==> config.mk <==
export PLATFORM = sky130hd
export DESIGN_NAME = match_scorer
export DESIGN_NICKNAME = d
export VERILOG_FILES = /design/src/rtl/match_scorer.sv
export SDC_FILE = /design/constraint.sdc
export NUM_CORES = 1
export LEC_CHECK = 0
export CORE_ASPECT_RATIO = 0.6
export CORE_MARGIN = 1
export CORE_UTILIZATION = 43
export CTS_BUF_LIST = sky130_fd_sc_hd__clkbuf_16
export DETAILED_ROUTE_END_ITERATION = 8
export PLACE_DENSITY = 0.76
export SLEW_MARGIN = 20
export SYNTH_ARGS = -nofsm -noshare
export SYNTH_HDL_FRONTEND = slang
export SYNTH_SLANG_ARGS = --single-unit
==> constraint.sdc <==
create_clock -name clk -period 1.5 [get_ports clk]
set_clock_uncertainty 0.1 [all_clocks]
set_input_delay 0.225 -clock clk [delete_from_list [all_inputs] [get_ports clk]]
set_output_delay 0.225 -clock clk [all_outputs]
set_load 0.02 [all_outputs]
==> src/rtl/match_scorer.sv <==
// First-to-WIN_TARGET match scorer: accepts judged rounds, keeps per-player scores and the
// round count, and ends the match with a champion or a drawn match at MAX_ROUNDS.
module match_scorer #(
    parameter int WIN_TARGET = 3,
    parameter int MAX_ROUNDS = 9,
    parameter int SCORE_W    = 4,
    parameter int ROUND_W    = 4
) (
    input  logic               clk,
    input  logic               rst_n,
    input  logic               start,
    input  logic               round_valid,
    output logic               round_ready,
    input  logic               winA,
    input  logic               winB,
    output logic [SCORE_W-1:0] scoreA,
    output logic [SCORE_W-1:0] scoreB,
    output logic [ROUND_W-1:0] round_cnt,
    output logic               busy,
    output logic               match_done,
    output logic               champA,
    output logic               champB,
    output logic               draw_match,
    output logic               judge_err
);

    typedef enum logic [1:0] {
        S_IDLE = 2'd0,
        S_PLAY = 2'd1,
        S_DONE = 2'd2
    } state_t;

    localparam logic [SCORE_W-1:0] WIN_SCORE  = SCORE_W'(WIN_TARGET);
    localparam logic [ROUND_W-1:0] LAST_ROUND = ROUND_W'(MAX_ROUNDS);

    state_t             state_q, state_d;
    logic [SCORE_W-1:0] score_a_q, score_a_d;
    logic [SCORE_W-1:0] score_b_q, score_b_d;
    logic [ROUND_W-1:0] round_q, round_d;
    logic               champ_a_q, champ_a_d;
    logic               champ_b_q, champ_b_d;
    logic               draw_q, draw_d;
    logic               err_q, err_d;
    logic               ready_q, ready_d;
    logic               busy_q, busy_d;
    logic               done_q, done_d;
    logic               accept;

    // Counters hold at full scale rather than wrap; the match ends long before that.
    function automatic logic [SCORE_W-1:0] sat_inc_score(input logic [SCORE_W-1:0] v);
        return (v == {SCORE_W{1'b1}}) ? v : v + 1'b1;
    endfunction

    function automatic logic [ROUND_W-1:0] sat_inc_round(input logic [ROUND_W-1:0] v);
        return (v == {ROUND_W{1'b1}}) ? v : v + 1'b1;
    endfunction

    // ready_q is high exactly while in PLAY, so it doubles as the accept qualifier.
    assign accept = round_valid & ready_q;

    always_comb begin
        state_d   = state_q;
        score_a_d = score_a_q;
        score_b_d = score_b_q;
        round_d   = round_q;
        champ_a_d = champ_a_q;
        champ_b_d = champ_b_q;
        draw_d    = draw_q;
        err_d     = err_q;

        case (state_q)
            S_IDLE, S_DONE: begin
                if (start) begin
                    state_d   = S_PLAY;
                    score_a_d = '0;
                    score_b_d = '0;
                    round_d   = '0;
                    champ_a_d = 1'b0;
                    champ_b_d = 1'b0;
                    draw_d    = 1'b0;
                    err_d     = 1'b0;
                end
            end
            S_PLAY: begin
                if (accept) begin
                    round_d = sat_inc_round(round_q);
                    if (winA && !winB) begin
                        score_a_d = sat_inc_score(score_a_q);
                    end
                    if (winB && !winA) begin
                        score_b_d = sat_inc_score(score_b_q);
                    end
                    if (winA && winB) begin
                        err_d = 1'b1;
                    end
                    // Decide on the post-update values so the result lands on the accepting edge.
                    if (score_a_d == WIN_SCORE) begin
                        champ_a_d = 1'b1;
                        state_d   = S_DONE;
                    end else if (score_b_d == WIN_SCORE) begin
                        champ_b_d = 1'b1;
                        state_d   = S_DONE;
                    end else if (round_d == LAST_ROUND) begin
                        draw_d  = 1'b1;
                        state_d = S_DONE;
                    end
                end
            end
            default: begin
                state_d = S_IDLE;
            end
        endcase

        ready_d = (state_d == S_PLAY);
        busy_d  = (state_d == S_PLAY);
        done_d  = (state_d == S_DONE);
    end

    always_ff @(posedge clk) begin
        if (!rst_n) begin
            state_q   <= S_IDLE;
            score_a_q <= '0;
            score_b_q <= '0;
            round_q   <= '0;
            champ_a_q <= 1'b0;
            champ_b_q <= 1'b0;
            draw_q    <= 1'b0;
            err_q     <= 1'b0;
            ready_q   <= 1'b0;
            busy_q    <= 1'b0;
            done_q    <= 1'b0;
        end else begin
            state_q   <= state_d;
            score_a_q <= score_a_d;
            score_b_q <= score_b_d;
            round_q   <= round_d;
            champ_a_q <= champ_a_d;
            champ_b_q <= champ_b_d;
            draw_q    <= draw_d;
            err_q     <= err_d;
            ready_q   <= ready_d;
            busy_q    <= busy_d;
            done_q    <= done_d;
        end
    end

    assign round_ready = ready_q;
    assign scoreA      = score_a_q;
    assign scoreB      = score_b_q;
    assign round_cnt   = round_q;
    assign busy        = busy_q;
    assign match_done  = done_q;
    assign champA      = champ_a_q;
    assign champB      = champ_b_q;
    assign draw_match  = draw_q;
    assign judge_err   = err_q;

endmodule

==> reports/qor.csv <==
stage,metric,value,unit
clocking,CTS Buf Count,3,
power_and_ir_drop,Leak Pwr,0.7865,nW
place,HPWL after detailed placement,2.354,mm
timing,Final setup violation count,9,
critical_path,Setup Crit Path Kind,flop to flop,
grt,first-pass GRT wire length,5.430,mm
layout,filler instances,123,
layout,ANT cells,0,
die,Die Height,40.25,µm
flow_run,MaxCap Viol Count,0,
layout,area of the multi-input gates,778.2,µm²
outcome,violated checks,setup timing,
critical_path,max incr delay on CP,0.35,ns
clocking,CTS root buffer,clkbuf_16,
critical_path,WP data required,1.58,ns
timing,setup ws final,-0.2410,ns
routing,Via Count,1232,
place,port bufs,24,
place,GPL Wtd Cong,0.8409,
power_and_ir_drop,VDD IR-drop max,0.0006366,V
power_and_ir_drop,PD cells,717.1,nW/µm²
synth,syn_nets,128,
synth,Gate Count Post-Synth,118,
synth,sequential fraction of the synthesis area,38.19,%
critical_path,crit path DAT,1.82,ns
die,Die X,65.75,µm
clocking,# H-tree levels,1,
die,Boundary Pins,25,
die,# rows,13,
critical_path,Startpoint Class,flop,
timing,minimum clock period,1.741,ns
timing,RSZ-0062 raised after global routing,true,
timing,maximum clock rate,574.4,MHz
critical_path,R2R depth,7,
layout,post-layout util,81.08,%
routing,WL final,3.723,mm
clocking,CTS tree,done,
power_and_ir_drop,overall power,1.296,mW
die,Die ar.,2646,µm²
timing,final max-slew violation count,0,
timing,Final Hold Viols,0,
clocking,CTS Sinks,20,
routing,drt via density,6.039,
critical_path,crit path cell chain,ha_4 -> nor4bb_4 -> a22o_1 -> buf_6 -> a211oi_2 -> a21oi_1 -> nor2_1,
layout,fraction of layout cells with a size suffix above 1,39.08,%
synth,Yosys warning count,0,
critical_path,Critical Path Fanout Max,2,
grt,initial antenna violation count,0,
place,placed insts,198,
synth,synth unique cells,38,
synth,post-synth top area cell,dfxtp_1,
die,core box area,2228,µm²
critical_path,Critical Path Slowest Stage Cell,dfxtp_4,
outcome,status,"finished, violations left",
grt,pin count of the biggest net entering global routing,12,
routing,DRT iter0 DRCs,110,
clocking,Worst-path clk slew,0.06,ns
grt,Total GRT Usage,29.14,%
synth,Yosys reg bits,20,
die,Initial Util,47.05,%
grt,GRT Residual Overflow,0,
min_path,Hold/Removal Path Class,flop to flop,
synth,largest cells by area after synthesis,"dfxtp_1 (38%), ha_1 (4.8%), a21oi_1 (4.3%)",
min_path,Hold Path Stages,2,
timing,Max-slew headroom,69.35,%
critical_path,critical path endpoint category,flop,
grt,number of global-route vias before repair,1180,
timing,crit share post-route,116.1,%
layout,area growth from synthesis to layout,72.31,%
synth,top-area cell type share of the netlist area,38.19,%
routing,Detailed Routing Iterations Pass 1,4,
routing,antenna-violating nets left,0,
layout,fin cells,204,
clocking,worst-skew pair later-pin latency,0.25,ns
synth,synthesized area,1049,µm²
layout,Sequential Area,420.4,µm²
synth,Avg Inst Size Synth,8.886,µm²
routing,drt drc,0,
timing,Hold Slack,0.3813,ns
routing,DR WL/cell,18.25,µm
clocking,clock tree buffer depth,2,
timing,Worst-Margin Slew,0.4550,ns
clocking,hold buffers post-CTS,0,
layout,Final Net Count,185,
[per-stage QoR]
stage                     TNS, ns  cell area, µm²  setup WS (ns)
after global placement     -5.512            1577        -0.3781
after global routing       -1.940            1807        -0.2938
final                      -1.443            1807        -0.2410
after detailed placement   -6.547            1577        -0.4500
after CTS                 -0.9745            1724        -0.1784
after floorplan           -0.4851            1095        -0.1077
[power breakdown]
group          switching [mW]  internal [mW]
sequential            0.00937          0.538
clock                   0.201          0.355
combinational           0.105         0.0872
[cell families after synthesis]
kind of cell,after synthesis,synth area share [%]
fa+ha+maj,4,4.773
compound gates,31,21.36
flops,20,38.19
mux,1,0.9547
xor+xnor,3,2.506
simple gates,50,28.40
buf+inv,9,3.819
[flip-flops by register name, indices dropped and copies added (netlist names)]
signal	cells
match_done	1
judge_err	1
scoreA	4
champB	1
champA	1
busy	1
state_q	2
round_cnt	4
scoreB	4
draw_match	1
[timing repair]
action / 4_1_cts / 5_1_grt
gates resized for setup: 36 / 17
setup buffers: 1 / 1
pin swaps: 11 / 10
endpoints found under the setup margin: 33 / 17
[metal layers]
| layer | part of all wire [%] | track usage (%) | routed length [µm] | vias to the layer above |
|---|---|---|---|---|
| li1 | - | - | - | 557 |
| met1 | 43 | 34.13 | 1619 | 607 |
| met2 | 48 | 49.49 | 1803 | 58 |
| met3 | 6.3 | 8.807 | 234 | 10 |
| met4 | 1.7 | 16.30 | 65 | 0 |
| met5 | 0 | 0 | 0 | - |
[worst max-delay path: cells and delay by family (launching register included)]
family                   cells  cell delay, ns
AO/OA/AOI/OAI                3            0.57
flip-flops                   1            0.35
AND/OR/NAND/NOR              2            0.27
adder cells (fa/ha/maj)      1            0.24
buffers and inverters        1            0.14
[synthesized netlist by cell type (all sizes together)]
cell type and n:
nand4b 1, nor4 1, inv 5, nand2b 2, a22o 1, xnor2 3, a32oi 3, nand4 2
or2b 1, buf 3, nor2b 6, clkbuf 1, o21ai 3, a41oi 3, ha 4, nor2 9
a211oi 4, a21oi 9, mux2i 1, and3b 2, a31oi 3, dfxtp 20, nand2 8, nor4bb 2
o21a 2, o2bb2a 1, nand3b 2, a22oi 1, nor3 4, and4b 1, a41o 1, nor3b 3
nand3 5, and3 1
[cells in the final DEF, fill, tap and decap left out, types with 2 or more instances in the layout]
cell / synthesis / routed
a21oi_1: 9 / 8
dfxtp_2: 0 / 7
nand4_1: 2 / 2
clkbuf_16: 0 / 3
a41oi_2: 0 / 2
nor3_1: 4 / 3
a211oi_1: 4 / 2
nand3_1: 5 / 5
buf_4: 1 / 28
dfxtp_4: 0 / 3
xnor2_1: 3 / 3
nor2b_1: 6 / 6
clkdlybuf4s50_1: 0 / 2
dlygate4sd2_1: 0 / 20
nor3b_1: 3 / 2
nand2_4: 0 / 2
o21a_1: 2 / 2
nor2_2: 0 / 2
ha_1: 4 / 2
and3b_1: 2 / 2
a32oi_1: 3 / 2
nor2_1: 9 / 7
a211oi_2: 0 / 2
dfxtp_1: 20 / 10
inv_1: 5 / 5
buf_6: 0 / 4
nand2_1: 7 / 6
a31oi_4: 0 / 2
o21ai_1: 1 / 2
nand2b_1: 2 / 2
ha_4: 0 / 2
[path summary, 6_finish.rpt]
path | from | end | slack (ns)
max | scoreA[0]$_SDFFE_PN0P_ | champB$_SDFFE_PN0P_ | -0.24
min | round_cnt[1]$_SDFFE_PN0P_ | round_cnt[1]$_SDFFE_PN0P_ | 0.38
max reg2reg | scoreA[0]$_SDFFE_PN0P_ | champB$_SDFFE_PN0P_ | -0.24
min reg2reg | round_cnt[1]$_SDFFE_PN0P_ | round_cnt[1]$_SDFFE_PN0P_ | 0.38
[final cells by class]
cell class                 count  area share (%)
clock buffer                   3           4.155
clock inverter                 1          0.2078
inverter                       5           1.039
multi-input combinational     89           43.07
sequential                    20           23.27
tap                           30           2.078
timing repair buffer          56           26.18
No activity file was read; power rests on OpenSTA's default activity.
